<file path="src/rtl/sobel_stream_if.sv">
// rtl/sobel_stream_if.sv - pixel-in / gradient-out stream bundle for sobel_stream_engine
interface sobel_stream_if #(
    parameter int PIX_W = 8
);
    logic             in_valid;
    logic             in_ready;
    logic             in_sof;
    logic [PIX_W-1:0] in_pix;
    logic [1:0]       mode;
    logic             out_valid;
    logic             out_ready;
    logic [PIX_W-1:0] out_pix;

    modport master (
        output in_valid, in_sof, in_pix, mode, out_ready,
        input  in_ready, out_valid, out_pix
    );

    modport slave (
        input  in_valid, in_sof, in_pix, mode, out_ready,
        output in_ready, out_valid, out_pix
    );
endinterface

</file>
<file path="src/rtl/sobel_stream_engine.sv">
// rtl/sobel_stream_engine.sv - streaming 3x3 Sobel engine, two line buffers, 2-stage pipe
// Optional macro SOBEL_ABS_EN: modes 00/01 output |G| instead of clamping negatives to 0.
module sobel_stream_engine #(
    parameter int PIX_W = 8,
    parameter int IMG_W = 64
) (
    input  logic          clk,
    input  logic          rst,
    sobel_stream_if.slave stream
);
    localparam int CW = $clog2(IMG_W);
    localparam int RW = 16;
    localparam int GW = PIX_W + 3;
    localparam int SW = PIX_W + 4;
    localparam logic [CW-1:0] COL_LAST = CW'(IMG_W - 1);
    localparam logic [SW-1:0] SAT_MAX  = SW'((1 << PIX_W) - 1);

    logic [PIX_W-1:0] lb0_q [IMG_W];
    logic [PIX_W-1:0] lb1_q [IMG_W];
    logic [PIX_W-1:0] top_l_q, mid_l_q, bot_l_q;
    logic [PIX_W-1:0] top_m_q, mid_m_q, bot_m_q;
    logic [PIX_W-1:0] top_r, mid_r, bot_r;

    logic [CW-1:0]        col_q, col_d, cur_col;
    logic [RW-1:0]        row_q, row_d, cur_row;
    logic                 mask_d;
    logic signed [GW-1:0] gv_d, gh_d;

    logic                 v1_q, mask1_q;
    logic [1:0]           mode1_q;
    logic signed [GW-1:0] gv_q, gh_q;

    logic signed [GW-1:0] g_sel;
    logic [GW-1:0]        g_mag;
    logic                 out_valid_q;
    logic [PIX_W-1:0]     out_pix_q, out_pix_d;
    logic                 adv, accept;

    function automatic logic signed [GW-1:0] wsum(input logic [PIX_W-1:0] a, b, c);
        return $signed({3'b000, a}) + $signed({2'b00, b, 1'b0}) + $signed({3'b000, c});
    endfunction

    function automatic logic [GW-1:0] mag(input logic signed [GW-1:0] g);
        logic [GW-1:0] r;
        r = g[GW-1] ? -g : g;
        return r;
    endfunction

    function automatic logic [PIX_W-1:0] sat(input logic [SW-1:0] v);
        return (v > SAT_MAX) ? SAT_MAX[PIX_W-1:0] : v[PIX_W-1:0];
    endfunction

    assign adv              = !out_valid_q || stream.out_ready;
    assign accept           = stream.in_valid && adv;
    assign stream.in_ready  = adv;
    assign stream.out_valid = out_valid_q;
    assign stream.out_pix   = out_pix_q;

    // New window column is (lb1, lb0, incoming) = rows r-2, r-1, r at column c.
    always_comb begin
        cur_col = stream.in_sof ? '0 : col_q;
        cur_row = stream.in_sof ? '0 : row_q;
        top_r   = lb1_q[cur_col];
        mid_r   = lb0_q[cur_col];
        bot_r   = stream.in_pix;
        col_d   = (cur_col == COL_LAST) ? '0 : cur_col + 1'b1;
        row_d   = cur_row;
        if (cur_col == COL_LAST && cur_row != '1) begin
            row_d = cur_row + 1'b1;
        end
        mask_d  = (cur_row < RW'(2)) || (cur_col < CW'(2));
        gv_d    = wsum(top_r, mid_r, bot_r) - wsum(top_l_q, mid_l_q, bot_l_q);
        gh_d    = wsum(bot_l_q, bot_m_q, bot_r) - wsum(top_l_q, top_m_q, top_r);
    end

    always_comb begin
        g_sel = mode1_q[0] ? gh_q : gv_q;
`ifdef SOBEL_ABS_EN
        g_mag = mag(g_sel);
`else
        g_mag = g_sel[GW-1] ? '0 : g_sel;
`endif
        if (mode1_q[1]) begin
            out_pix_d = sat(SW'(mag(gv_q)) + SW'(mag(gh_q)));
        end else begin
            out_pix_d = sat(SW'(g_mag));
        end
        if (mask1_q) begin
            out_pix_d = '0;
        end
    end

    always_ff @(posedge clk) begin
        if (rst) begin
            col_q       <= '0;
            row_q       <= '0;
            v1_q        <= 1'b0;
            mask1_q     <= 1'b1;
            mode1_q     <= '0;
            gv_q        <= '0;
            gh_q        <= '0;
            out_valid_q <= 1'b0;
            out_pix_q   <= '0;
        end else begin
            if (accept) begin
                col_q <= col_d;
                row_q <= row_d;
            end
            if (adv) begin
                v1_q        <= accept;
                mask1_q     <= mask_d;
                mode1_q     <= stream.mode;
                gv_q        <= gv_d;
                gh_q        <= gh_d;
                out_valid_q <= v1_q;
                if (v1_q) begin
                    out_pix_q <= out_pix_d;
                end
            end
        end
    end

    // Line buffers and window are never cleared; border masking hides stale contents.
    always_ff @(posedge clk) begin
        if (accept) begin
            lb0_q[cur_col] <= bot_r;
            lb1_q[cur_col] <= mid_r;
            top_l_q        <= top_m_q;
            mid_l_q        <= mid_m_q;
            bot_l_q        <= bot_m_q;
            top_m_q        <= top_r;
            mid_m_q        <= mid_r;
            bot_m_q        <= bot_r;
        end
    end
endmodule

</file>
<file path="src/flat_wrapper.sv">
// flat-port wrapper written by rule: the top's interface ports become plain ports
module sobel_stream_engine_flat 
#(
    parameter int PIX_W = 8,
    parameter int IMG_W = 64
)
  (clk, rst, stream_in_valid, stream_in_sof, stream_in_pix, stream_mode, stream_out_ready, stream_in_ready, stream_out_valid, stream_out_pix);
  sobel_stream_if #(.PIX_W(PIX_W)) stream_i ();
  input  logic clk;
  input  logic rst;
  input wire logic [$bits(stream_i.in_valid)-1:0] stream_in_valid;
  input wire logic [$bits(stream_i.in_sof)-1:0] stream_in_sof;
  input wire logic [$bits(stream_i.in_pix)-1:0] stream_in_pix;
  input wire logic [$bits(stream_i.mode)-1:0] stream_mode;
  input wire logic [$bits(stream_i.out_ready)-1:0] stream_out_ready;
  output wire logic [$bits(stream_i.in_ready)-1:0] stream_in_ready;
  output wire logic [$bits(stream_i.out_valid)-1:0] stream_out_valid;
  output wire logic [$bits(stream_i.out_pix)-1:0] stream_out_pix;
  assign stream_i.in_valid = stream_in_valid;
  assign stream_i.in_sof = stream_in_sof;
  assign stream_i.in_pix = stream_in_pix;
  assign stream_i.mode = stream_mode;
  assign stream_i.out_ready = stream_out_ready;
  assign stream_in_ready = stream_i.in_ready;
  assign stream_out_valid = stream_i.out_valid;
  assign stream_out_pix = stream_i.out_pix;
  sobel_stream_engine #(.PIX_W(PIX_W), .IMG_W(IMG_W)) u_core (.clk(clk), .rst(rst), .stream(stream_i));
endmodule
</file>
<file path="config.mk">
export PLATFORM = sky130hd
export DESIGN_NAME = sobel_stream_engine_flat
export DESIGN_NICKNAME = d
export VERILOG_FILES = /design/src/rtl/sobel_stream_if.sv /design/src/rtl/sobel_stream_engine.sv /design/src/flat_wrapper.sv
export SDC_FILE = /design/constraint.sdc
export NUM_CORES = 1
export LEC_CHECK = 0
export CORE_ASPECT_RATIO = 1.4
export CORE_MARGIN = 5
export CORE_UTILIZATION = 45
export DETAILED_ROUTE_END_ITERATION = 8
export PLACE_DENSITY = 0.65
export SETUP_SLACK_MARGIN = 0.15
export SYNTH_ARGS = -nofsm -noshare
export SYNTH_HDL_FRONTEND = slang
export SYNTH_SLANG_ARGS = --single-unit
</file>
<file path="constraint.sdc">
create_clock -name clk -period 19.85 [get_ports clk]
set_clock_uncertainty 0.05 [all_clocks]
set_input_delay 2.9775 -clock clk [delete_from_list [all_inputs] [get_ports clk]]
set_output_delay 2.9775 -clock clk [all_outputs]
set_load 0.05 [all_outputs]
</file>
==> metrics.cfg <==
[status]
outcome = completed

[power]
ir_worst_vdd_mv = 0.0694
p_clk_share_pct = 34.9
power.leakage_nw = 17.2
fin_total_pwr_w = 0.00578
p_seq_share_pct = 46.7
power_density_nw_per_um2 = 109
power_switching_w = 0.00159
p_int_w = 0.00419
swShare_pct = 27.5
combPwrFrac_pct = 18.4

[sta]
rsz0062_at_grt = false
setup_tns_ns = 0
finalHoldViolations = 0
fmax_mhz = 96.9
finalMaxSlewViolations = 0
setup_violations = 0
hold_slack_ns = 0.365
worst_pin_slew_ns = 1.26
relSlewSlack_pct = 15.8
finalCriticalPeriod_ns = 10.32
min_period_over_period_pct = 52.0

[synthesis]
ys.flop_type = edfxtp_1
synth_top_family_by_area = compound AO/OA/AOI/OAI gates
synth_cell_type_count = 99
yosys.area.top_type = edfxtp_1
synth-simple-area-share_pct = 5.71
netlist_area_sq_um = 47400
ys_warn_count = 0
syn_area_per_cell_sq_um = 15.1
syn-instance-count = 3146
synthAdderAreaFrac_pct = 3.43
ys_seq_area_share_pct = 70.3
synth_seq_cells = 1129
ys_top_cells_by_area = edfxtp_1, mux2i_1, o22ai_1
yosys-mux-area-fraction_pct = 4.87
synth.net_count = 3269
async_flop_share_pct = 0
netlist.area_leader.share_pct = 67.9
synth-xor-area-share_pct = 1.26
synth-edff-count = 1072
synth_compound_area_share_pct = 11.7

[hold_path]
holdCritStartpoint = u_core.mid_m_q[7]
whs_endpoint = u_core.mid_l_q[7]
hold_path.class = flip-flop to flip-flop
whs_path_depth = 0

[route]
drtAntennaViolNets = 0
first_pass_iters = 7
post-route-drc-count = 0
via_count = 31800
wl_per_cell_um = 37.2
drt_iter0_markers = 4862
vias_per_cell = 6.72
routed_wl_um = 176000

[floorplanning]
rows = 141
die_area_sq_um = 112000
initial_core_util_pct = 45.1
core_sq_um = 105000
die_h_um = 394
io_pins = 25
dieWidth_um = 284

[global_routing]
overflow = 0
grt_pass1_vias = 30300
grtUsageTotal_pct = 30.5
grt_pass1_wl_um = 240000
grt_max_degree = 66
antenna_found_initial = 7

[finish]
drive_above_1_share_pct = 13.7
syn_to_final_growth_pct = 12.1
mostFrequentLayoutCells = edfxtp_1, o22ai_1, nor2_1
finalNetCount = 3402
utilization_pct = 50.6
final_common_cell = edfxtp_1

[setup_path]
r2r-start = u_core.col_q[2]
critical_path.max_stage_delay_ns = 0.95
critPathTopFamily = compound AO/OA/AOI/OAI gates
path_depth = 26
path_max_fanout = 40
ff2ff_path_depth = 28
rrSetupSlack_ns = 10.82
startpoint_type = primary input
worstPathArrival_ns = 10.92
setup.worst_path.end_class = flip-flop
required_ns = 20.45
path_buf_inv = 6
worst_r2r_endpoint = u_core.gv_q[9]
crit_path_frequent_cell = a21oi_1
path_class = primary input to flip-flop
critPathSlowestCell = a211oi_1

[placement]
place.gp.congestion = 1.05
io_buffers = 24
hpwlAfterDp_um = 115000

[job]
maxCapViolCount = 0

[clock_tree]
clk_latency_ns = 0.73
cts_buffers = 103
root_buffer = clkbuf_16
post_cts_resized = 0
post_cts_buffers = 0
postCtsHoldBufs = 0
cts_tree = done
cts.sinks = 1129
clk_pin_slew_ns = 0.07
cts.htree.levels = 3
clock_path_buffers = 3

## power by group through the flow
stage / registers [W] / clock network (W) / logic, W
after floorplan: 0.00274 / 0 / 0.000747
after global placement: 0.00275 / 0 / 0.00103
after detailed placement: 0.00275 / 0 / 0.00104
after CTS: 0.00270 / 0.00203 / 0.00105
after global routing: 0.00270 / 0.00213 / 0.00116
final: 0.00270 / 0.00202 / 0.00106
## final cells by class
cell class	count	area, sq um
Antenna cell	5	12.5
Clock buffer	132	2790
Clock inverter	57	589
Fill cell	8759	52000
Inverter	100	375
Multi-Input combinational cell	1750	12900
Sequential cell	1129	33300
Tap cell	1358	1700
Timing Repair Buffer	195	1490
## layer usage
| layer | share of wire [%] | track usage [%] | routed length, um | up-vias |
|---|---|---|---|---|
| li1 | - | - | - | 12700 |
| met1 | 33 | 35.9 | 57900 | 15700 |
| met2 | 45 | 47.4 | 79300 | 2557 |
| met3 | 11 | 7.51 | 20100 | 769 |
| met4 | 11 | 24.8 | 18600 | 0 |
| met5 | 0 | 0 | 0 | - |
## synth_stat cells, types with 12 or more instances
master and count:
buf_2 47, a22o_1 15, o21a_1 12, xor2_1 23
o22ai_1 188, inv_1 97, mux2i_1 141, nor2b_1 27
buf_4 23, a21oi_1 148, o221ai_1 47, nor2_1 190
a2bb2oi_1 13, nand2b_1 22, edfxtp_1 1072, a221o_1 16
xnor2_1 45, nor4_1 12, nand2_1 160, a211oi_1 25
o21ai_0 104, ha_1 71, o211ai_1 12, buf_6 23
nor3_1 37, mux2_2 60, fa_1 37, a22oi_1 59
clkbuf_1 61, nand3_1 28, dfxtp_1 57, a221oi_1 30
## cell families (layout without fill, tap and decap cells)
kind of cell	after synthesis	in the layout
flops	1129	1129
compound gates	804	804
simple gates	559	559
buf+inv	267	484
mux	211	211
fa+ha+maj	108	108
xor+xnor	68	68
other cells	0	5
## sequential cells by signal, summed over array words and instances, names as in the netlist
name,count
u_core.bot_l_q,8
u_core.bot_m_q,8
u_core.col_q,6
u_core.gh_q,11
u_core.gv_q,11
u_core.lb0_q,512
u_core.lb1_q,512
u_core.mask1_q,1
u_core.mid_l_q,8
u_core.mid_m_q,8
u_core.mode1_q,2
u_core.row_q,16
u_core.stream.out_pix,8
u_core.stream.out_valid,1
u_core.top_l_q,8
u_core.top_m_q,8
u_core.v1_q,1
## worst max path at each step
stage	startpoint	to	slack, ns
2_1_floorplan	stream_in_sof	u_core.gv_q[9]	5.13
3_3_place_gp	stream_in_sof	u_core.gv_q[9]	9.27
3_5_place_dp	stream_in_sof	u_core.gv_q[9]	9.20
4_1_cts	stream_in_sof	u_core.gv_q[9]	9.93
5_1_grt	stream_in_sof	u_core.gv_q[9]	9.45
6_report	stream_in_sof	u_core.gv_q[9]	9.53
## stage by stage
step	cell area [sq um]	setup slack (ns)	instances
floorplan	47400	5.13	3146
global placement	49800	9.27	4532
detailed placement	49800	9.20	4532
CTS	53100	9.93	4721
global route	53100	9.45	4721
finish	53200	9.53	4726
Note: power is estimated with default switching activity, not from simulation.
